[src/rtl/ysyx_22040088_defs.sv]
// Shared LSU definitions: size masks, FSM states and registered request/result records.
// Latency: none (types and constants only).
// Backpressure: n/a.
package ysyx_22040088_defs;

    localparam int XLEN = 64;

    // one-hot access size as produced by the control unit
    localparam logic [3:0] MASK_D = 4'b0001;
    localparam logic [3:0] MASK_W = 4'b0010;
    localparam logic [3:0] MASK_H = 4'b0100;
    localparam logic [3:0] MASK_B = 4'b1000;

    typedef enum logic [1:0] {
        IDLE = 2'd0,
        REQ  = 2'd1,
        WAIT = 2'd2,
        DONE = 2'd3
    } lsu_state_t;

    typedef struct packed {
        logic            wen;
        logic [3:0]      mask;
        logic            uns;
        logic [XLEN-1:0] addr;
        logic [XLEN-1:0] wdata;
        logic [4:0]      rd;
    } req_t;

    typedef struct packed {
        logic [XLEN-1:0] rdata;
        logic            rf_we;
        logic            err;
    } resp_t;

endpackage

[src/rtl/ysyx_22040088_lsu_if.sv]
// EXU request, writeback result and memory bus signals of the load/store unit.
// Latency: none (wiring only).
// Backpressure: valid/ready on request, result, bus request and bus response channels.
interface ysyx_22040088_lsu_if;
    import ysyx_22040088_defs::*;

    logic            in_valid;
    logic            in_ready;
    logic            in_wen;
    logic [3:0]      in_mask;
    logic            in_unsigned;
    logic [XLEN-1:0] in_addr;
    logic [XLEN-1:0] in_wdata;
    logic [4:0]      in_rd;

    logic            out_valid;
    logic            out_ready;
    logic [XLEN-1:0] out_rdata;
    logic [4:0]      out_rd;
    logic            out_rf_we;
    logic            out_err;

    logic            bus_req_valid;
    logic            bus_req_ready;
    logic [XLEN-1:0] bus_addr;
    logic            bus_wen;
    logic [XLEN-1:0] bus_wdata;
    logic [7:0]      bus_wstrb;
    logic            bus_resp_valid;
    logic            bus_resp_ready;
    logic [XLEN-1:0] bus_rdata;
    logic            bus_resp_err;

    modport master (
        input  in_valid, in_wen, in_mask, in_unsigned, in_addr, in_wdata, in_rd,
        output in_ready,
        output out_valid, out_rdata, out_rd, out_rf_we, out_err,
        input  out_ready,
        output bus_req_valid, bus_addr, bus_wen, bus_wdata, bus_wstrb, bus_resp_ready,
        input  bus_req_ready, bus_resp_valid, bus_rdata, bus_resp_err
    );

    modport slave (
        output in_valid, in_wen, in_mask, in_unsigned, in_addr, in_wdata, in_rd,
        input  in_ready,
        input  out_valid, out_rdata, out_rd, out_rf_we, out_err,
        output out_ready,
        input  bus_req_valid, bus_addr, bus_wen, bus_wdata, bus_wstrb, bus_resp_ready,
        output bus_req_ready, bus_resp_valid, bus_rdata, bus_resp_err
    );

endinterface

[src/rtl/ysyx_22040088_lsu_align.sv]
// Byte-lane alignment: store strobe/data shift, misalign/illegal-size flag, load extract+extend.
// Latency: combinational.
// Backpressure: none.
module ysyx_22040088_lsu_align
    import ysyx_22040088_defs::*;
(
    input  logic [3:0]      mask,
    input  logic [2:0]      off,
    input  logic            uns,
    input  logic [XLEN-1:0] wdata,
    input  logic [XLEN-1:0] rdata,
    output logic [7:0]      wstrb,
    output logic [XLEN-1:0] wdata_sh,
    output logic [XLEN-1:0] rdata_ext,
    output logic            bad
);

    logic [XLEN-1:0] lane;
    logic [7:0]      size_strb;

    assign wdata_sh = wdata << {off, 3'b000};
    assign lane     = rdata >> {off, 3'b000};
    assign wstrb    = size_strb << off;

    // a non-one-hot mask falls to default and is flagged like a misalignment
    always_comb begin
        size_strb = 8'h00;
        bad       = 1'b1;
        rdata_ext = '0;
        case (mask)
            MASK_D: begin
                size_strb = 8'hFF;
                bad       = (off != 3'd0);
                rdata_ext = lane;
            end
            MASK_W: begin
                size_strb = 8'h0F;
                bad       = (off[1:0] != 2'd0);
                rdata_ext = {{32{~uns & lane[31]}}, lane[31:0]};
            end
            MASK_H: begin
                size_strb = 8'h03;
                bad       = off[0];
                rdata_ext = {{48{~uns & lane[15]}}, lane[15:0]};
            end
            MASK_B: begin
                size_strb = 8'h01;
                bad       = 1'b0;
                rdata_ext = {{56{~uns & lane[7]}}, lane[7:0]};
            end
            default: ;
        endcase
    end

endmodule

[src/rtl/ysyx_22040088_lsu.sv]
// Load/store unit: one aligned 64-bit bus transaction per request, extended load data to writeback.
// Latency: accept N -> bus_req_valid N+1 -> out_valid N+3 on a zero-wait bus; N+1 for rejected requests.
// Backpressure: one request in flight; in_ready only in IDLE, bus and result held until their handshakes.
module ysyx_22040088_lsu
    import ysyx_22040088_defs::*;
(
    input logic                 clk,
    input logic                 rst,
    ysyx_22040088_lsu_if.master lsu
);

    lsu_state_t      state, state_nxt;
    req_t            req_q, req_cur;
    resp_t           res_q;
    logic [7:0]      wstrb;
    logic [XLEN-1:0] wdata_sh;
    logic [XLEN-1:0] rdata_ext;
    logic            bad;

    // alignment sees the live request while idle so the reject decision happens at accept
    assign req_cur = (state == IDLE) ? '{wen:   lsu.in_wen,
                                         mask:  lsu.in_mask,
                                         uns:   lsu.in_unsigned,
                                         addr:  lsu.in_addr,
                                         wdata: lsu.in_wdata,
                                         rd:    lsu.in_rd}
                                     : req_q;

    ysyx_22040088_lsu_align u_align (
        .mask      (req_cur.mask),
        .off       (req_cur.addr[2:0]),
        .uns       (req_cur.uns),
        .wdata     (req_cur.wdata),
        .rdata     (lsu.bus_rdata),
        .wstrb     (wstrb),
        .wdata_sh  (wdata_sh),
        .rdata_ext (rdata_ext),
        .bad       (bad)
    );

    always_ff @(posedge clk or posedge rst) begin
        if (rst) state <= IDLE;
        else     state <= state_nxt;
    end

    always_comb begin
        state_nxt          = state;
        lsu.in_ready       = 1'b0;
        lsu.out_valid      = 1'b0;
        lsu.bus_req_valid  = 1'b0;
        lsu.bus_addr       = '0;
        lsu.bus_wen        = 1'b0;
        lsu.bus_wdata      = '0;
        lsu.bus_wstrb      = 8'h00;
        lsu.bus_resp_ready = 1'b0;
        case (state)
            IDLE: begin
                lsu.in_ready = 1'b1;
                if (lsu.in_valid) state_nxt = bad ? DONE : REQ;
            end
            REQ: begin
                lsu.bus_req_valid = 1'b1;
                lsu.bus_addr      = {req_q.addr[XLEN-1:3], 3'b000};
                lsu.bus_wen       = req_q.wen;
                lsu.bus_wdata     = wdata_sh;
                lsu.bus_wstrb     = req_q.wen ? wstrb : 8'h00;
                if (lsu.bus_req_ready) state_nxt = WAIT;
            end
            WAIT: begin
                lsu.bus_resp_ready = 1'b1;
                if (lsu.bus_resp_valid) state_nxt = DONE;
            end
            DONE: begin
                lsu.out_valid = 1'b1;
                if (lsu.out_ready) state_nxt = IDLE;
            end
            default: state_nxt = IDLE;
        endcase
    end

    always_ff @(posedge clk or posedge rst) begin
        if (rst) begin
            req_q <= '0;
            res_q <= '0;
        end else if (state == IDLE && lsu.in_valid) begin
            req_q <= req_cur;
            res_q <= '{rdata: '0, rf_we: 1'b0, err: bad};
        end else if (state == WAIT && lsu.bus_resp_valid) begin
            res_q.err   <= lsu.bus_resp_err;
            res_q.rf_we <= ~lsu.bus_resp_err & ~req_q.wen & (req_q.rd != 5'd0);
            res_q.rdata <= (lsu.bus_resp_err | req_q.wen) ? '0 : rdata_ext;
        end
    end

    assign lsu.out_rdata = res_q.rdata;
    assign lsu.out_rf_we = res_q.rf_we;
    assign lsu.out_err   = res_q.err;
    assign lsu.out_rd    = req_q.rd;

endmodule

[src/flat_wrapper.sv]
// flat-port wrapper written by rule: the top's interface ports become plain ports
module ysyx_22040088_lsu_flat import ysyx_22040088_defs::*;
  (clk, rst, lsu_in_valid, lsu_in_wen, lsu_in_mask, lsu_in_unsigned, lsu_in_addr, lsu_in_wdata, lsu_in_rd, lsu_in_ready, lsu_out_valid, lsu_out_rdata, lsu_out_rd, lsu_out_rf_we, lsu_out_err, lsu_out_ready, lsu_bus_req_valid, lsu_bus_addr, lsu_bus_wen, lsu_bus_wdata, lsu_bus_wstrb, lsu_bus_resp_ready, lsu_bus_req_ready, lsu_bus_resp_valid, lsu_bus_rdata, lsu_bus_resp_err);
  ysyx_22040088_lsu_if lsu_i ();
  input logic clk;
  input logic rst;
  input wire logic [$bits(lsu_i.in_valid)-1:0] lsu_in_valid;
  input wire logic [$bits(lsu_i.in_wen)-1:0] lsu_in_wen;
  input wire logic [$bits(lsu_i.in_mask)-1:0] lsu_in_mask;
  input wire logic [$bits(lsu_i.in_unsigned)-1:0] lsu_in_unsigned;
  input wire logic [$bits(lsu_i.in_addr)-1:0] lsu_in_addr;
  input wire logic [$bits(lsu_i.in_wdata)-1:0] lsu_in_wdata;
  input wire logic [$bits(lsu_i.in_rd)-1:0] lsu_in_rd;
  output wire logic [$bits(lsu_i.in_ready)-1:0] lsu_in_ready;
  output wire logic [$bits(lsu_i.out_valid)-1:0] lsu_out_valid;
  output wire logic [$bits(lsu_i.out_rdata)-1:0] lsu_out_rdata;
  output wire logic [$bits(lsu_i.out_rd)-1:0] lsu_out_rd;
  output wire logic [$bits(lsu_i.out_rf_we)-1:0] lsu_out_rf_we;
  output wire logic [$bits(lsu_i.out_err)-1:0] lsu_out_err;
  input wire logic [$bits(lsu_i.out_ready)-1:0] lsu_out_ready;
  output wire logic [$bits(lsu_i.bus_req_valid)-1:0] lsu_bus_req_valid;
  output wire logic [$bits(lsu_i.bus_addr)-1:0] lsu_bus_addr;
  output wire logic [$bits(lsu_i.bus_wen)-1:0] lsu_bus_wen;
  output wire logic [$bits(lsu_i.bus_wdata)-1:0] lsu_bus_wdata;
  output wire logic [$bits(lsu_i.bus_wstrb)-1:0] lsu_bus_wstrb;
  output wire logic [$bits(lsu_i.bus_resp_ready)-1:0] lsu_bus_resp_ready;
  input wire logic [$bits(lsu_i.bus_req_ready)-1:0] lsu_bus_req_ready;
  input wire logic [$bits(lsu_i.bus_resp_valid)-1:0] lsu_bus_resp_valid;
  input wire logic [$bits(lsu_i.bus_rdata)-1:0] lsu_bus_rdata;
  input wire logic [$bits(lsu_i.bus_resp_err)-1:0] lsu_bus_resp_err;
  assign lsu_i.in_valid = lsu_in_valid;
  assign lsu_i.in_wen = lsu_in_wen;
  assign lsu_i.in_mask = lsu_in_mask;
  assign lsu_i.in_unsigned = lsu_in_unsigned;
  assign lsu_i.in_addr = lsu_in_addr;
  assign lsu_i.in_wdata = lsu_in_wdata;
  assign lsu_i.in_rd = lsu_in_rd;
  assign lsu_in_ready = lsu_i.in_ready;
  assign lsu_out_valid = lsu_i.out_valid;
  assign lsu_out_rdata = lsu_i.out_rdata;
  assign lsu_out_rd = lsu_i.out_rd;
  assign lsu_out_rf_we = lsu_i.out_rf_we;
  assign lsu_out_err = lsu_i.out_err;
  assign lsu_i.out_ready = lsu_out_ready;
  assign lsu_bus_req_valid = lsu_i.bus_req_valid;
  assign lsu_bus_addr = lsu_i.bus_addr;
  assign lsu_bus_wen = lsu_i.bus_wen;
  assign lsu_bus_wdata = lsu_i.bus_wdata;
  assign lsu_bus_wstrb = lsu_i.bus_wstrb;
  assign lsu_bus_resp_ready = lsu_i.bus_resp_ready;
  assign lsu_i.bus_req_ready = lsu_bus_req_ready;
  assign lsu_i.bus_resp_valid = lsu_bus_resp_valid;
  assign lsu_i.bus_rdata = lsu_bus_rdata;
  assign lsu_i.bus_resp_err = lsu_bus_resp_err;
  ysyx_22040088_lsu u_core (.clk(clk), .rst(rst), .lsu(lsu_i));
endmodule
[config.mk]
export PLATFORM = sky130hd
export DESIGN_NAME = ysyx_22040088_lsu_flat
export DESIGN_NICKNAME = d
export VERILOG_FILES = /design/src/rtl/ysyx_22040088_defs.sv /design/src/rtl/ysyx_22040088_lsu_if.sv /design/src/rtl/ysyx_22040088_lsu_align.sv /design/src/rtl/ysyx_22040088_lsu.sv /design/src/flat_wrapper.sv
export SDC_FILE = /design/constraint.sdc
export NUM_CORES = 1
export LEC_CHECK = 0
export CAP_MARGIN = 20
export CORE_MARGIN = 1
export CORE_UTILIZATION = 30
export CTS_CLUSTER_DIAMETER = 100
export DETAILED_ROUTE_END_ITERATION = 8
export SETUP_SLACK_MARGIN = 0.15
export SLEW_MARGIN = 15
export SYNTH_ARGS = -nofsm -noshare
export SYNTH_HDL_FRONTEND = slang
export SYNTH_SLANG_ARGS = --single-unit
[constraint.sdc]
create_clock -name clk -period 16.5 [get_ports clk]
set_input_delay 4.125 -clock clk [delete_from_list [all_inputs] [get_ports clk]]
set_output_delay 4.125 -clock clk [all_outputs]
set_load 0.05 [all_outputs]
==> results.tsv, run 1 <==
metric	value	unit
synth-compound-area-share	19.19	%
holdWs	475.9	ps
reg2reg_from	u_core.state[0]$_DFFE_PP0P_	
synthAdderAreaFrac	0.3651	%
final_common_cell	clkdlybuf4s50_1	
detail_route.iter0.violations	1005	
drive_gt1_share	15.77	%
design_area	19170	µm²
endpoint_kind	primary output	
io_buffers	418	
period_minus_slack	11900	ps
syn_to_final_growth	39.82	%
via_per_inst	5.416	
rsz0062_at_grt	no	
fillerInstances	4323	
wirelength	54500	µm
core-area	44610	µm²
critPathLaunch	lsu_in_addr[0]	
drtAntennaViolNets	0	
cts_buffer_depth	3	
hold_buffers	0	
synthArstFlopShare	100.0	%
synth.mux.area_fraction	22.52	%
cts_tree	built	
tightest_slew	1062	ps
synth_top_family_by_area	multiplexers	
maxCapViolCount	0	
fin_tns_setup	0	ps
grt_pass1_vias	12580	
total_power	4017	µW
synth_ff_type	dfrtp_1	
worstPathArrival	7780	ps
hold_viol	0	
clock_latency	560	ps
hold_path.class	flip-flop to flip-flop	
fp.dieH	215.8	µm
cts.sinks	207	
ctsResizeCount	0	
htreeDepth	1	
skew	9.907	ps
grt-ovfl-total	0	
initial_core_util	30.73	%
final_cell_mix	clkdlybuf4s50_1 (417), dfrtp_1 (206), nand2_1 (161)	
io_pins	422	
timing.final.crit_share	72.14	%
critPathLaunchType	input pin	
gp_congestion	0.9231	
yosysUniqueCellTypes	70	
die_area	46550	µm²
grt_pass1_wl	80230	µm
grt_max_degree	85	
avgSynthCellArea	9.620	µm²
holdCritStartpoint	u_core.lsu.out_rf_we$_DFFE_PP0P_	
placed_area	18210	µm²
setup_viol	0	
synth_xor_xnor_area_share	0.1278	%
required	12380	ps
fmax	84.01	MHz
peakVddDrop	0.0001146	V
wire_per_inst	22.90	µm
p_leak	0.007452	µW
slew_headroom	29.18	%
synth-simple-area-share	14.82	%
place_hpwl	39330	µm
die_w	215.8	µm
drv_slew	0	
syn_inst	1425	
synth-seq-area-share	37.79	%
synth_edf_count	0	
synth-seq-cells	207	
outcome	completed	
antenna_found_initial	10	
cp_max_fo	69	
cts_buffers	28	
postLayoutCoreUtil	42.97	%
cts_root_buffer	clkbuf_16	
power_density	209.6	nW/µm²
std_cell_rows	77	
via_count	12890	
gr-usage-all-layers	22.53	%
synthesis.area	13710	µm²
fin_nets	1974	
clk_pin_slew	60	ps
drt_pre_antenna_iters	5	
postCtsSetupRepairBufs	0	
yosysWarnings	0	
crit_type	input pin to primary output	
drc	0	
==> critical path: stages <==
cell	delay, ps
buf_2	80
buf_4	670
mux2_4	820
nand3_1	320
o21bai_1	220
a211oi_1	90
a211oi_1	500
clkdlybuf4s50_1	900
==> report_power, final <==
| part | internal [µW] | switching [µW] | total (µW) |
|---|---|---|---|
| combinational | 938 | 1640 | 2580 |
| sequential | 703 | 124 | 827 |
| clock | 356 | 252 | 608 |
==> stage by stage <==
| step | std cells | setup slack, ps |
|---|---|---|
| CTS | 2373 | 4619 |
| global route | 2380 | 4492 |
| finish | 2380 | 4596 |
| global placement | 2320 | 4644 |
| detailed placement | 2321 | 4628 |
| floorplan | 1427 | 5740 |
==> cells in the mapped netlist (2+ instances only) <==
cell	n	area share, %
a2111oi_1	4	0.29
a2111oi_2	12	1.3
a211oi_1	92	5.0
a21oi_1	81	3.0
a221oi_1	9	0.58
a22oi_1	7	0.38
a311oi_1	15	0.96
a31oi_1	16	0.73
a32o_1	7	0.51
a32oi_1	3	0.19
and2_1	63	2.9
and3_1	14	0.64
buf_1	13	0.36
buf_2	43	1.6
buf_4	10	0.55
buf_6	5	0.41
clkbuf_1	65	1.8
dfrtp_1	207	38
ha_1	4	0.37
inv_1	18	0.49
mux2_2	160	13
mux2_4	2	0.22
mux2i_1	97	7.1
mux2i_4	3	0.49
mux4_2	9	1.5
nand2_1	161	4.4
nand2b_1	2	0.091
nand3_1	14	0.51
nor2_1	92	2.5
nor2b_1	48	2.2
nor3_1	2	0.073
nor4_1	8	0.37
o211ai_1	7	0.38
o21ai_0	13	0.47
o21ai_1	28	1.0
o21bai_1	8	0.44
o221ai_1	16	1.0
o22a_1	16	1.0
o22ai_1	17	0.78
o31ai_1	2	0.11
o32ai_1	2	0.13
xnor2_1	2	0.13
==> flip-flops by register name, indices dropped and copies added, names as in the netlist <==
name,flops
u_core.req_q,134
u_core.lsu.out_rdata,64
u_core.lsu.out_rd,5
u_core.state,2
u_core.lsu.out_err,1
u_core.lsu.out_rf_we,1
==> layout make-up <==
type,count,area [µm²],area share (%)
multi-input combinational,1066,7884,41.13
sequential,207,5181,27.03
timing repair buffer,439,4340,22.65
clock buffer,37,794.5,4.145
tap,592,740.7,3.864
clock inverter,15,136.4,0.7115
inverter,18,75.07,0.3917
antenna,6,15.01,0.07833
==> cells by family (layout without fill, tap and decap cells) <==
family / Yosys count / count (layout)
XOR/XNOR: 2 / 2
multiplexers: 272 / 272
flip-flops: 207 / 207
adder cells (fa/ha/maj): 4 / 4
buffers and inverters: 154 / 509
AO/OA/AOI/OAI: 365 / 365
other: 1 / 9
AND/OR/NAND/NOR: 420 / 420
==> final timing paths <==
check | cells after the start | end | slack (ps)
setup / recovery | 8 | lsu_bus_wstrb[4] | 4600
hold / removal | 2 | u_core.lsu.out_rf_we$_DFFE_PP0P_ | 480
setup reg to reg | 11 | u_core.lsu.out_rdata[47]$_DFFE_PP0P_ | 11850
hold reg to reg | 2 | u_core.lsu.out_rf_we$_DFFE_PP0P_ | 480
max in group asynchronous | 4 | u_core.lsu.out_rdata[25]$_DFFE_PP0P_ | 10300
min in group asynchronous | 2 | u_core.req_q[117]$_DFFE_PP0P_ | 4070
==> per-layer routing <==
| layer | GRT usage (%) | wire, µm | part of all wire (%) | vias up |
|---|---|---|---|---|
| met2 | 36.12 | 25290 | 46 | 573 |
| met3 | 5.018 | 4300 | 7.9 | 102 |
| li1 | - | - | - | 5913 |
| met5 | 0 | 45 | 0.083 | - |
| met1 | 29.35 | 22940 | 42 | 6293 |
| met4 | 8.889 | 1923 | 3.5 | 8 |
No activity file was read; power rests on OpenSTA's default activity.
==> run 2: changes to the inputs <==
- clock period: 16.5 -> 10.1 ns (I/O delays scaled with it)
==> results.tsv, run 2 (synthesis gave the netlist of run 1 again) <==
metric	value	unit
cts_tree	built	
cts_buffers	28	
cts_root_buffer	clkbuf_16	
drt_pre_antenna_iters	5	
drive_gt1_share	15.67	%
slowest_delay	850	ps
clk_pin_slew	60	ps
final_cell_mix	clkdlybuf4s50_1 (417), dfrtp_1 (206), nand2_1 (161)	
wirelength	54070	µm
pre_cts_ws	1615	ps
hold_path.class	flip-flop to flip-flop	
grt_pass1_wl	80560	µm
outcome	completed	
drv_slew	0	
grt_pass1_vias	12600	
drc	0	
drtAntennaViolNets	0	
peakVddDrop	0.0001999	V
io_pins	422	
ctsResizeCount	0	
critPathLaunchType	input pin	
cts_buffer_depth	3	
via_count	12970	
top_register	u_core.req_q	
seqCellArea	5181	µm²
fin_nets	1978	
fin_tns_setup	0	ps
path_cells	clkdlybuf4s50_1, mux2i_4, buf_4, buf_4, nand2_1, o22ai_1, clkdlybuf4s50_1	
cts.sinks	207	
endpoint_kind	primary output	
gp_congestion	0.9140	
io_buffers	418	
hold_buffers	0	
hold_viol	0	
core-area	44610	µm²
crit_slowest_cell	clkdlybuf4s50_1	
postLayoutCoreUtil	42.96	%
grt-ovfl-total	0	
required	7580	ps
cp_top_family	buffers and inverters	
htreeDepth	1	
power_density	341.3	nW/µm²
die_w	215.8	µm
tightest_slew	960.5	ps
setup_viol	0	
clock_latency	570	ps
rsz0062_at_grt	no	
fp.dieH	215.8	µm
syn_to_final_growth	39.80	%
postCtsSetupRepairBufs	0	
detail_route.iter0.violations	1040	
worst-path-buf-inv	4	
multi_input_area	7884	µm²
fmax	118.0	MHz
std_cell_rows	77	
gr-usage-all-layers	22.51	%
via_per_inst	5.449	
wire_per_inst	22.71	µm
crit_type	input pin to primary output	
antenna_found_initial	11	
worstPathArrival	5950	ps
skew	13.98	ps
fillerInstances	4380	
cp_max_fo	24	
grt_max_degree	137	
timing.final.crit_share	83.94	%
period_minus_slack	8478	ps
place_hpwl	39270	µm
layout_setup_ws	1622	ps
die_area	46550	µm²
maxCapViolCount	0	
p_leak	0.007467	µW
largest_reg_flops	134	
slew_headroom	35.97	%
final_common_cell	clkdlybuf4s50_1	
initial_core_util	30.73	%
run 2: changes by cell type in the layout (fill, tap and decap cells not counted), sizes merged:
cell and delta:
buf +4, clkinvlp -4, diode +3, clkbuf -1, clkinv -1
run 2: final timing paths:
path	from	endpoint	slack [ps]	cells past startpoint
max	lsu_in_addr[2]	lsu_bus_wdata[39]	1620	7
min	u_core.lsu.out_rf_we$_DFFE_PP0P_	u_core.lsu.out_rf_we$_DFFE_PP0P_	470	2
max reg2reg	u_core.state[0]$_DFFE_PP0P_	u_core.lsu.out_rdata[47]$_DFFE_PP0P_	5710	10
min reg2reg	u_core.lsu.out_rf_we$_DFFE_PP0P_	u_core.lsu.out_rf_we$_DFFE_PP0P_	470	2
max in group asynchronous	rst	u_core.lsu.out_rdata[17]$_DFFE_PP0P_	6360	3
min in group asynchronous	rst	u_core.req_q[120]$_DFFE_PP0P_	2370	2
run 2: where the power goes:
| part | internal [µW] | leakage [µW] | switching, µW |
|---|---|---|---|
| Clock | 564 | 0.000438 | 392 |
| Sequential | 1150 | 0.00259 | 212 |
| Combinational | 1540 | 0.00444 | 2680 |
| Total | 3250 | 0.00747 | 3290 |
run 2: worst min-delay path: cells and delay by family (launching register included):
family / cells / cell delay, ps
AND/OR/NAND/NOR: 2 / 100
flip-flops: 1 / 330
run 2: metal layers:
| layer | wire length [µm] | vias to the layer above | track usage [%] | part of all wire, % |
|---|---|---|---|---|
| met5 | 34 | - | 0 | 0.063 |
| li1 | - | 5927 | - | - |
| met1 | 23560 | 6366 | 30.45 | 44 |
| met3 | 4044 | 102 | 4.806 | 7.5 |
| met2 | 24760 | 573 | 35.13 | 46 |
| met4 | 1672 | 6 | 8.369 | 3.1 |
run 2: layout make-up:
type | instances | area share, %
Inverter | 18 | 0.3917
Antenna cell | 9 | 0.1175
Sequential cell | 207 | 27.04
Clock inverter | 10 | 0.4701
Multi-Input combinational cell | 1066 | 41.14
Timing Repair Buffer | 443 | 22.91
Tap cell | 592 | 3.865
Clock buffer | 36 | 4.074
run 2: per-stage QoR:
stage               hold slack (ps)  total power [µW]  area (µm²)  instances
floorplan                     472.1              4300       13720       1427
global placement              461.9              5524       18230       2324
detailed placement            465.7              5557       18240       2325
CTS                           479.1              6546       19110       2371
global route                  497.7              6906       19160       2380
finish                        473.6              6541       19160       2381
==> run 3: changes to the inputs <==
- clock period: 10.1 -> 7.35 ns (I/O delays scaled with it)
==> results.tsv, run 3 (synthesis gave the netlist of run 1 again) <==
metric	value	unit
power.share.clock	15.0	%
drtAntennaViolNets	0	
drc	0	
postCtsSetupRepairBufs	0	
grt-ovfl-total	0	
peakVddDrop	0.0002536	V
crit_path_end	lsu_bus_wdata[49]	
combPwrFrac	64.4	%
cts_buffer_depth	3	
largest_reg_flops	134	
timing.final.crit_share	92.30	%
rr_worst_depth	11	
final_common_cell	clkdlybuf4s50_1	
period_minus_slack	6784	ps
fin_nets	1988	
reg2reg_from	u_core.state[0]$_DFFE_PP0P_	
antenna_found_initial	6	
via_per_inst	5.452	
fmax	147.4	MHz
fin_tns_setup	0	ps
hold_viol	0	
worstPathArrival	4950	ps
detail_route.iter0.violations	1110	
slowest_delay	890	ps
via_count	13040	
critPathLaunchType	input pin	
gp_congestion	0.9335	
cp_top_family	buffers and inverters	
tightest_slew	1046	ps
rsz0062_at_grt	no	
path_cells	clkdlybuf4s50_1, mux2_4, nand2_1, o22a_1, a211oi_1, clkdlybuf4s50_1	
intPower	4582	µW
cts_buffers	28	
wirelength	55460	µm
die_w	215.8	µm
io_pins	422	
crit_top_cell	clkdlybuf4s50_1	
place_hpwl	41050	µm
drv_slew	0	
power_density	474.3	nW/µm²
final_cell_mix	clkdlybuf4s50_1 (366), dfrtp_1 (206), nand2_1 (161)	
rrSetupSlack	2650	ps
clk_pin_slew	50	ps
design_area	19330	µm²
cp_max_fo	39	
placed_area	18390	µm²
maxCapViolCount	0	
crit_type	input pin to primary output	
core-area	44610	µm²
skew	14.98	ps
ctsResizeCount	0	
slew_headroom	30.24	%
gr-usage-all-layers	23.20	%
grt_max_degree	88	
holdWs	481.4	ps
std_cell_rows	77	
seq_power_share	20.6	%
cts.sinks	207	
cts_tree	built	
grt_pass1_wl	82920	µm
crit_slowest_cell	clkdlybuf4s50_1	
outcome	completed	
io_buffers	418	
grt_pass1_vias	13000	
wire_per_inst	23.19	µm
drt_pre_antenna_iters	5	
top_register	u_core.req_q	
drive_gt1_share	19.00	%
place_inst	2336	
p_leak	0.007664	µW
syn_to_final_growth	40.98	%
worst-path-buf-inv	2	
fp.dieH	215.8	µm
die_area	46550	µm²
clock_latency	560	ps
fin_cells	2392	
critPathLaunch	lsu_in_addr[1]	
rr_endpoint	u_core.lsu.out_rdata[24]$_DFFE_PP0P_	
p_sw	4584	µW
swShare	50.01	%
initial_core_util	30.73	%
cts_root_buffer	clkbuf_16	
hold_path.class	flip-flop to flip-flop	
setup_viol	0	
worst-path-stages	6	
hold_buffers	0	
htreeDepth	1	
required	5510	ps
endpoint_kind	primary output	
==> run 3: cell count changes in the layout (fill, tap and decap cells not counted), moves of 2 or more <==
cell | before | now
buf_4 | 23 | 70
clkinvlp_4 | 0 | 2
clkinv_4 | 0 | 2
clkdlybuf4s50_1 | 417 | 366
clkbuf_1 | 3 | 7
diode_2 | 9 | 5
buf_12 | 0 | 16
clkinv_2 | 7 | 5
==> run 3: how the worst min path moves through the flow <==
stage | start | to | slack [ps] | depth (start not counted)
2_1_floorplan | u_core.req_q[100]$_DFFE_PP0P_ | u_core.req_q[100]$_DFFE_PP0P_ | 470 | 1
3_3_place_gp | u_core.lsu.out_rdata[0]$_DFFE_PP0P_ | u_core.lsu.out_rdata[0]$_DFFE_PP0P_ | 460 | 2
3_5_place_dp | u_core.lsu.out_rf_we$_DFFE_PP0P_ | u_core.lsu.out_rf_we$_DFFE_PP0P_ | 470 | 2
4_1_cts | u_core.lsu.out_rf_we$_DFFE_PP0P_ | u_core.lsu.out_rf_we$_DFFE_PP0P_ | 490 | 2
5_1_grt | u_core.lsu.out_rdata[6]$_DFFE_PP0P_ | u_core.lsu.out_rdata[6]$_DFFE_PP0P_ | 500 | 2
6_report | u_core.lsu.out_rdata[31]$_DFFE_PP0P_ | u_core.lsu.out_rdata[31]$_DFFE_PP0P_ | 480 | 2
==> run 3: per-stage QoR <==
step	setup slack [ps]	total power, µW	utilization, %
final	566.2	9166	43.33
after global routing	514.4	9681	43.33
after CTS	556.6	9192	43.30
after detailed placement	562.3	7780	41.23
after global placement	559.8	7728	41.23
after floorplan	1165	5910	-
==> run 3: power groups by stage <==
stage / Sequential [µW] / Clock [µW] / Combinational [µW]
after floorplan: 1900 / 0 / 4010
after global placement: 1880 / 0 / 5850
after detailed placement: 1900 / 0 / 5880
after CTS: 1890 / 1410 / 5900
after global routing: 1950 / 1450 / 6280
final: 1890 / 1370 / 5900
==> run 3: worst register-to-register path: cells and delay by family, from the launching register on <==
kind / cells / cell delay [ps]
buffers and inverters: 4 / 1300
multiplexers: 3 / 1210
AND/OR/NAND/NOR: 2 / 740
adder cells (fa/ha/maj): 1 / 690
flip-flops: 1 / 410
AO/OA/AOI/OAI: 1 / 230
==> run 3: routing by layer <==
| metal | track usage, % | part of all wire, % | wire (µm) | up-vias |
|---|---|---|---|---|
| li1 | - | - | - | 5942 |
| met1 | 31.33 | 44 | 24420 | 6460 |
| met2 | 37.25 | 46 | 25750 | 552 |
| met3 | 4.919 | 6.9 | 3825 | 85 |
| met4 | 6.501 | 2.6 | 1453 | 2 |
| met5 | 0 | 0.023 | 13 | - |
==> run 3: area by class of cell <==
type / instances / area [µm²]
antenna: 5 / 12.51
fill: 4329 / 25280
clock inverter: 11 / 126.4
tap: 592 / 740.7
clock buffer: 40 / 795.8
sequential: 207 / 5181
timing repair buffer: 453 / 4514
inverter: 18 / 71.32
multi-input combinational: 1066 / 7884
